### src/rtl/mem_burst_pkg.sv
// Shared types and sizing constants for the burst sequencer.
package mem_burst_pkg;

  localparam int MB_ADDR_W     = 5;
  localparam int MB_DATA_W     = 8;
  localparam int MB_FIFO_DEPTH = 2;
  localparam int MB_FIFO_PTR_W = $clog2(MB_FIFO_DEPTH);
  localparam int MB_FIFO_CNT_W = $clog2(MB_FIFO_DEPTH + 1);

  typedef enum logic [1:0] {
    ST_IDLE,
    ST_WRITE,
    ST_READ
  } state_t;

endpackage

### src/rtl/mem_burst_seq_if.sv
// Command, write-stream, read-stream and memory-side signals of the burst sequencer.
interface mem_burst_seq_if #(
  parameter int ADDR_W = mem_burst_pkg::MB_ADDR_W,
  parameter int DATA_W = mem_burst_pkg::MB_DATA_W
);

  logic              cmd_valid;
  logic              cmd_ready;
  logic              cmd_write;
  logic [ADDR_W-1:0] cmd_addr;
  logic [ADDR_W-1:0] cmd_len;
  logic              wr_valid;
  logic              wr_ready;
  logic [DATA_W-1:0] wr_data;
  logic              rd_valid;
  logic              rd_ready;
  logic [DATA_W-1:0] rd_data;
  logic [ADDR_W-1:0] mem_addr;
  logic              mem_wr;
  logic [DATA_W-1:0] mem_wdata;
  logic [DATA_W-1:0] mem_rdata;

  // Sequencer side
  modport slave (
    input  cmd_valid, cmd_write, cmd_addr, cmd_len,
    input  wr_valid, wr_data, rd_ready, mem_rdata,
    output cmd_ready, wr_ready, rd_valid, rd_data,
    output mem_addr, mem_wr, mem_wdata
  );

  // Environment side (command source, streams, memory)
  modport master (
    output cmd_valid, cmd_write, cmd_addr, cmd_len,
    output wr_valid, wr_data, rd_ready, mem_rdata,
    input  cmd_ready, wr_ready, rd_valid, rd_data,
    input  mem_addr, mem_wr, mem_wdata
  );

endinterface

### src/rtl/mem_burst_rd_fifo.sv
// Small read-return skid FIFO; push and pop may coincide, pop on empty is ignored.
module mem_burst_rd_fifo
  import mem_burst_pkg::*;
#(
  parameter int DATA_W = MB_DATA_W
) (
  input  logic                     clk,
  input  logic                     rst,
  input  logic                     i_push,
  input  logic [DATA_W-1:0]        i_push_data,
  input  logic                     i_pop,
  output logic [MB_FIFO_CNT_W-1:0] o_count,
  output logic                     o_valid,
  output logic [DATA_W-1:0]        o_head
);

  logic [MB_FIFO_DEPTH-1:0][DATA_W-1:0] w_entries;
  logic [MB_FIFO_PTR_W-1:0]             r_wptr;
  logic [MB_FIFO_PTR_W-1:0]             r_rptr;
  logic [MB_FIFO_CNT_W-1:0]             r_count;
  logic                                 w_pop;

  assign w_pop = i_pop && (r_count != '0);

  genvar gi;
  generate
    for (gi = 0; gi < MB_FIFO_DEPTH; gi++) begin : g_entry
      logic [DATA_W-1:0] r_entry;
      always_ff @(posedge clk) begin
        if (rst) begin
          r_entry <= '0;
        end else if (i_push && (r_wptr == MB_FIFO_PTR_W'(gi))) begin
          r_entry <= i_push_data;
        end
      end
      assign w_entries[gi] = r_entry;
    end
  endgenerate

  always_ff @(posedge clk) begin
    if (rst) begin
      r_wptr  <= '0;
      r_rptr  <= '0;
      r_count <= '0;
    end else begin
      if (i_push) r_wptr <= r_wptr + 1'b1;
      if (w_pop)  r_rptr <= r_rptr + 1'b1;
      case ({i_push, w_pop})
        2'b10:   r_count <= r_count + 1'b1;
        2'b01:   r_count <= r_count - 1'b1;
        default: r_count <= r_count;
      endcase
    end
  end

  assign o_count = r_count;
  assign o_valid = (r_count != '0);
  assign o_head  = w_entries[r_rptr];

endmodule

### src/rtl/mem_burst_seq.sv
// Burst command sequencer for a single-port scratch memory with registered read.
// Optional running XOR checksum output when MEM_BURST_CSUM_EN is defined.
module mem_burst_seq
  import mem_burst_pkg::*;
#(
  parameter int ADDR_W = MB_ADDR_W,
  parameter int DATA_W = MB_DATA_W
) (
  input  logic              clk,
  input  logic              rst,
  mem_burst_seq_if.slave    bus,
  output logic              busy,
  output logic              done
`ifdef MEM_BURST_CSUM_EN
  ,
  output logic [DATA_W-1:0] csum
`endif
);

  localparam int CRD_W = MB_FIFO_CNT_W + 1;

  state_t                   r_state;
  logic [ADDR_W-1:0]        r_addr;
  logic [ADDR_W:0]          r_beats;
  logic                     r_inflight;
  logic                     r_done;

  logic                     w_cmd_acc;
  logic                     w_wr_acc;
  logic                     w_issue;
  logic                     w_push;
  logic                     w_pop;
  logic [MB_FIFO_CNT_W-1:0] w_fifo_count;
  logic [CRD_W-1:0]         w_credit;
  logic [CRD_W-1:0]         w_credit_lim;

  assign w_cmd_acc = bus.cmd_valid && (r_state == ST_IDLE);
  assign w_wr_acc  = (r_state == ST_WRITE) && bus.wr_valid;
  assign w_push    = r_inflight;
  assign w_pop     = bus.rd_valid && bus.rd_ready;

  // A same-cycle pop frees a slot, so counting it keeps one read per cycle
  // under continuous rd_ready without ever pushing into a full FIFO.
  assign w_credit     = {1'b0, w_fifo_count} + CRD_W'(r_inflight);
  assign w_credit_lim = CRD_W'(MB_FIFO_DEPTH) + CRD_W'(w_pop);
  assign w_issue      = (r_state == ST_READ) && (r_beats != '0) && (w_credit < w_credit_lim);

  always_ff @(posedge clk) begin
    if (rst) begin
      r_state    <= ST_IDLE;
      r_addr     <= '0;
      r_beats    <= '0;
      r_inflight <= 1'b0;
      r_done     <= 1'b0;
    end else begin
      r_done     <= 1'b0;
      r_inflight <= w_issue;
      case (r_state)
        ST_IDLE: begin
          if (w_cmd_acc) begin
            r_addr  <= bus.cmd_addr;
            r_beats <= {1'b0, bus.cmd_len} + (ADDR_W + 1)'(1);
            r_state <= bus.cmd_write ? ST_WRITE : ST_READ;
          end
        end
        ST_WRITE: begin
          if (w_wr_acc) begin
            r_addr  <= r_addr + 1'b1;
            r_beats <= r_beats - 1'b1;
            if (r_beats == (ADDR_W + 1)'(1)) begin
              r_state <= ST_IDLE;
              r_done  <= 1'b1;
            end
          end
        end
        ST_READ: begin
          if (w_issue) begin
            r_addr  <= r_addr + 1'b1;
            r_beats <= r_beats - 1'b1;
          end else if ((r_beats == '0) && !r_inflight) begin
            r_state <= ST_IDLE;
            r_done  <= 1'b1;
          end
        end
        default: r_state <= ST_IDLE;
      endcase
    end
  end

  mem_burst_rd_fifo #(
    .DATA_W(DATA_W)
  ) u_fifo (
    .clk        (clk),
    .rst        (rst),
    .i_push     (w_push),
    .i_push_data(bus.mem_rdata),
    .i_pop      (bus.rd_ready),
    .o_count    (w_fifo_count),
    .o_valid    (bus.rd_valid),
    .o_head     (bus.rd_data)
  );

  assign bus.cmd_ready = (r_state == ST_IDLE);
  assign bus.wr_ready  = (r_state == ST_WRITE);
  assign bus.mem_wr    = w_wr_acc;
  assign bus.mem_addr  = r_addr;
  assign bus.mem_wdata = bus.wr_data;
  assign busy          = (r_state != ST_IDLE);
  assign done          = r_done;

`ifdef MEM_BURST_CSUM_EN
  logic [DATA_W-1:0] r_csum;

  always_ff @(posedge clk) begin
    if (rst) begin
      r_csum <= '0;
    end else if (w_cmd_acc) begin
      r_csum <= '0;
    end else if (w_wr_acc) begin
      r_csum <= r_csum ^ bus.wr_data;
    end else if (w_push) begin
      r_csum <= r_csum ^ bus.mem_rdata;
    end
  end

  assign csum = r_csum;
`endif

endmodule

### src/flat_wrapper.sv
// flat-port wrapper written by rule: the top's interface ports become plain ports
module mem_burst_seq_flat import mem_burst_pkg::*;
#(
  parameter int ADDR_W = MB_ADDR_W,
  parameter int DATA_W = MB_DATA_W
)
  (clk, rst, busy, done, bus_cmd_valid, bus_cmd_write, bus_cmd_addr, bus_cmd_len, bus_wr_valid, bus_wr_data, bus_rd_ready, bus_mem_rdata, bus_cmd_ready, bus_wr_ready, bus_rd_valid, bus_rd_data, bus_mem_addr, bus_mem_wr, bus_mem_wdata);
  mem_burst_seq_if #(.ADDR_W(ADDR_W), .DATA_W(DATA_W)) bus_i ();
  input  logic clk;
  input  logic rst;
  output logic busy;
  output logic done;
  input wire logic [$bits(bus_i.cmd_valid)-1:0] bus_cmd_valid;
  input wire logic [$bits(bus_i.cmd_write)-1:0] bus_cmd_write;
  input wire logic [$bits(bus_i.cmd_addr)-1:0] bus_cmd_addr;
  input wire logic [$bits(bus_i.cmd_len)-1:0] bus_cmd_len;
  input wire logic [$bits(bus_i.wr_valid)-1:0] bus_wr_valid;
  input wire logic [$bits(bus_i.wr_data)-1:0] bus_wr_data;
  input wire logic [$bits(bus_i.rd_ready)-1:0] bus_rd_ready;
  input wire logic [$bits(bus_i.mem_rdata)-1:0] bus_mem_rdata;
  output wire logic [$bits(bus_i.cmd_ready)-1:0] bus_cmd_ready;
  output wire logic [$bits(bus_i.wr_ready)-1:0] bus_wr_ready;
  output wire logic [$bits(bus_i.rd_valid)-1:0] bus_rd_valid;
  output wire logic [$bits(bus_i.rd_data)-1:0] bus_rd_data;
  output wire logic [$bits(bus_i.mem_addr)-1:0] bus_mem_addr;
  output wire logic [$bits(bus_i.mem_wr)-1:0] bus_mem_wr;
  output wire logic [$bits(bus_i.mem_wdata)-1:0] bus_mem_wdata;
  assign bus_i.cmd_valid = bus_cmd_valid;
  assign bus_i.cmd_write = bus_cmd_write;
  assign bus_i.cmd_addr = bus_cmd_addr;
  assign bus_i.cmd_len = bus_cmd_len;
  assign bus_i.wr_valid = bus_wr_valid;
  assign bus_i.wr_data = bus_wr_data;
  assign bus_i.rd_ready = bus_rd_ready;
  assign bus_i.mem_rdata = bus_mem_rdata;
  assign bus_cmd_ready = bus_i.cmd_ready;
  assign bus_wr_ready = bus_i.wr_ready;
  assign bus_rd_valid = bus_i.rd_valid;
  assign bus_rd_data = bus_i.rd_data;
  assign bus_mem_addr = bus_i.mem_addr;
  assign bus_mem_wr = bus_i.mem_wr;
  assign bus_mem_wdata = bus_i.mem_wdata;
  mem_burst_seq #(.ADDR_W(ADDR_W), .DATA_W(DATA_W)) u_core (.clk(clk), .rst(rst), .bus(bus_i), .busy(busy), .done(done));
endmodule
### config.mk
export PLATFORM = sky130hd
export DESIGN_NAME = mem_burst_seq_flat
export DESIGN_NICKNAME = d
export VERILOG_FILES = /design/src/rtl/mem_burst_pkg.sv /design/src/rtl/mem_burst_seq_if.sv /design/src/rtl/mem_burst_rd_fifo.sv /design/src/rtl/mem_burst_seq.sv /design/src/flat_wrapper.sv
export SDC_FILE = /design/constraint.sdc
export NUM_CORES = 1
export LEC_CHECK = 0
export BUFFER_PORTS_ARGS = -buffer_cell sky130_fd_sc_hd__buf_2
export CORE_ASPECT_RATIO = 0.5
export CORE_MARGIN = 3
export CORE_UTILIZATION = 55
export DETAILED_ROUTE_END_ITERATION = 6
export MAX_ROUTING_LAYER = met4
export PLACE_DENSITY = 0.84
export SYNTH_ARGS = -nofsm -noshare
export SYNTH_HDL_FRONTEND = slang
export SYNTH_SLANG_ARGS = --single-unit
### constraint.sdc
create_clock -name clk -period 3.7 [get_ports clk]
set_clock_uncertainty 0.05 [all_clocks]
set_input_delay 0.185 -clock clk [delete_from_list [all_inputs] [get_ports clk]]
set_output_delay 0.185 -clock clk [all_outputs]
set_load 0.03 [all_outputs]
==> impl_metrics.ini <==
[floorplanning]
initial_core_util_pct = 61.6
core-area_um2 = 3210
io_pins = 59
die_area_um2 = 4390
dieHeight_um = 48.4
rows = 14
die_w_um = 90.7

[clocking]
cts-resized-gates = 0
hold_buffers = 0
htree_levels = 2
clk_latency_ns = 0.28
clock_sinks = 35
cts_buffers = 5
cts_setup_buffers = 0
clk_pin_slew_worst_paths_ns = 0.07
clock-root-buffer = clkbuf_8
cts_tree = built
ctsLongestPathBuffers = 2

[run_status]
outcome = complete, no violations

[final_layout]
layout_common_cells = nand2_1 (42), buf_2 (42), dfxtp_1 (35)
fin_nets = 312
seqCellArea_um2 = 701
multi_input_area_um2 = 1090
drive_gt1_share_pct = 23.7
diodes = 0
area_growth_pct = 10.9
fillCellCount = 285

[timing]
tns_ns = 0
slew_violations = 0
relSlewSlack_pct = 54.0
rsz0062_at_grt = false
max_freq_mhz = 410
min_period_over_period_pct = 65.9
setup_viol = 0
period_minus_slack_ns = 2.44
final-hold-violation-count = 0
worst_pin_slew_ns = 0.689

[logic_synthesis]
synth_edf_count = 0
postSynthNetCount = 283
ys_warn_count = 0
synthFlopType = dfxtp_1
synth_cell_type_count = 45
yosysSeqAreaShare_pct = 35.5
synthArstFlopShare_pct = 0
ys_ff_latch = 35
syn_area_um2 = 1970
avgSynthCellArea_um2 = 8.23
netlist_instances = 240

[flow_run]
cap_violations = 0

[worst_setup_path]
required_ns = 3.82
arrival_ns = 2.56
crit_type = reg2reg
worstSetupStartpointType = flip-flop
end_kind = flip-flop
path_max_fanout = 17

[route]
ant_nets = 0
met1Wirelength_um = 1950
drc = 0
vias = 1766
routed_wl_um = 4330
wl_met2_um = 2030
wl_met3_um = 333
highest_layer = met4
drt-pass1-iter-count = 4
wire_per_inst_um = 13.6
drt-vias-per-instance = 5.55
drt_iter0_markers = 68

[power]
peakVddDrop_v = 0.000470
p_leak_nw = 0.939
power.total_w = 0.00168
power.density_nw_per_um2 = 767

[global_routing]
grt_max_degree = 36
grt_pass1_vias = 1612
grt-ovfl-total = 0
grt_pass1_wl_um = 7160
antenna_found_initial = 0
track_usage_pct = 20.3

[placed_design]
gp_congestion = 0.854
portBuffers = 42
hpwl_um = 3100

[worst_hold_path]
hp-class = in2reg
==> final cells by class <==
| type | instances | area share [%] |
|---|---|---|
| Tap cell | 48 | 2.74 |
| Sequential cell | 35 | 32.0 |
| Multi-Input combinational cell | 173 | 49.7 |
| Inverter | 12 | 2.06 |
| Clock buffer | 6 | 3.31 |
| Clock inverter | 2 | 0.571 |
| Timing Repair Buffer | 42 | 9.60 |
==> final timing paths <==
kind,startpoint,to,slack [ns],cells after the start
worst min register to register,u_core.u_fifo.g_entry[0].r_entry[5]$_SDFFE_PP0P_,u_core.u_fifo.g_entry[0].r_entry[5]$_SDFFE_PP0P_,0.40,2
worst max register to register,u_core.r_inflight$_SDFF_PP0_,u_core.bus.mem_addr[0]$_SDFFE_PP0P_,1.26,7
worst max-delay path,u_core.r_inflight$_SDFF_PP0_,u_core.bus.mem_addr[0]$_SDFFE_PP0P_,1.26,7
worst min-delay path,bus_cmd_write,u_core.r_state[1]$_SDFFE_PP0P_,0.06,2
==> through the flow <==
step	instances	area (um2)	hold slack (ns)	utilization (%)	setup slack [ns]
6_report	318	2190	0.0583	68.3	1.26
5_1_grt	318	2190	0.0622	68.3	1.11
4_1_cts	318	2190	0.0494	68.3	1.29
3_5_place_dp	310	2100	0.320	65.7	1.31
3_3_place_gp	310	2100	0.320	65.7	1.39
2_1_floorplan	240	1970	0.238	-	1.61
==> power breakdown <==
part / switching (W) / leakage (nW) / internal (W) / total, W
sequential: 0.000119 / 0.285 / 0.000462 / 0.000582
clock: 0.000135 / 0.0412 / 0.000131 / 0.000267
combinational: 0.000510 / 0.613 / 0.000320 / 0.000830
total: 0.000765 / 0.939 / 0.000914 / 0.00168
==> cell usage after synthesis, types with 3 or more instances <==
| library cell | n | area [um2] |
|---|---|---|
| a21oi_1 | 25 | 125 |
| a32o_1 | 5 | 50.1 |
| buf_4 | 8 | 60.1 |
| buf_6 | 3 | 33.8 |
| clkbuf_1 | 7 | 26.3 |
| dfxtp_1 | 35 | 701 |
| ha_1 | 11 | 138 |
| inv_1 | 12 | 45.0 |
| mux2_2 | 8 | 90.1 |
| mux2i_1 | 3 | 30.0 |
| nand2_1 | 42 | 158 |
| nand3_1 | 14 | 70.1 |
| nor2_1 | 14 | 52.6 |
| nor3_1 | 3 | 15.0 |
| o21ai_0 | 11 | 55.1 |
| o22ai_1 | 3 | 18.8 |
| xor2_1 | 4 | 35.0 |
==> flip-flops by register name (all words and copies together) (netlist names) <==
| register | flops |
|---|---|
| u_core.u_fifo.g_entry.r_entry | 16 |
| u_core.r_beats | 6 |
| u_core.bus.mem_addr | 5 |
| u_core.r_state | 2 |
| u_core.u_fifo.o_count | 2 |
| u_core.done | 1 |
| u_core.r_inflight | 1 |
| u_core.u_fifo.r_rptr | 1 |
| u_core.u_fifo.r_wptr | 1 |
==> per-layer routing <==
layer  global-route usage (%)  vias up
li1                         -      894
met1                     24.4      787
met2                     34.5       77
met3                     4.95        8
met4                     5.33        0
met5                        -        -
==> cell families after synthesis <==
logic type               share of synthesized area [%]
AO/OA/AOI/OAI                                     18.4
XOR/XNOR                                          2.66
adder cells (fa/ha/maj)                           6.97
buffers and inverters                             9.38
flip-flops                                        35.5
multiplexers                                      6.08
AND/OR/NAND/NOR                                   21.0
==> critical path, stage by stage, from the launching register on <==
cell and delay, ns:
dfxtp_1 0.42, ha_1 0.24, ha_1 0.21, and2_2 0.19
a31oi_1 0.16, and3_1 0.57, o21ai_0 0.20, a32o_1 0.30
Power figures use the tool's default switching activity.
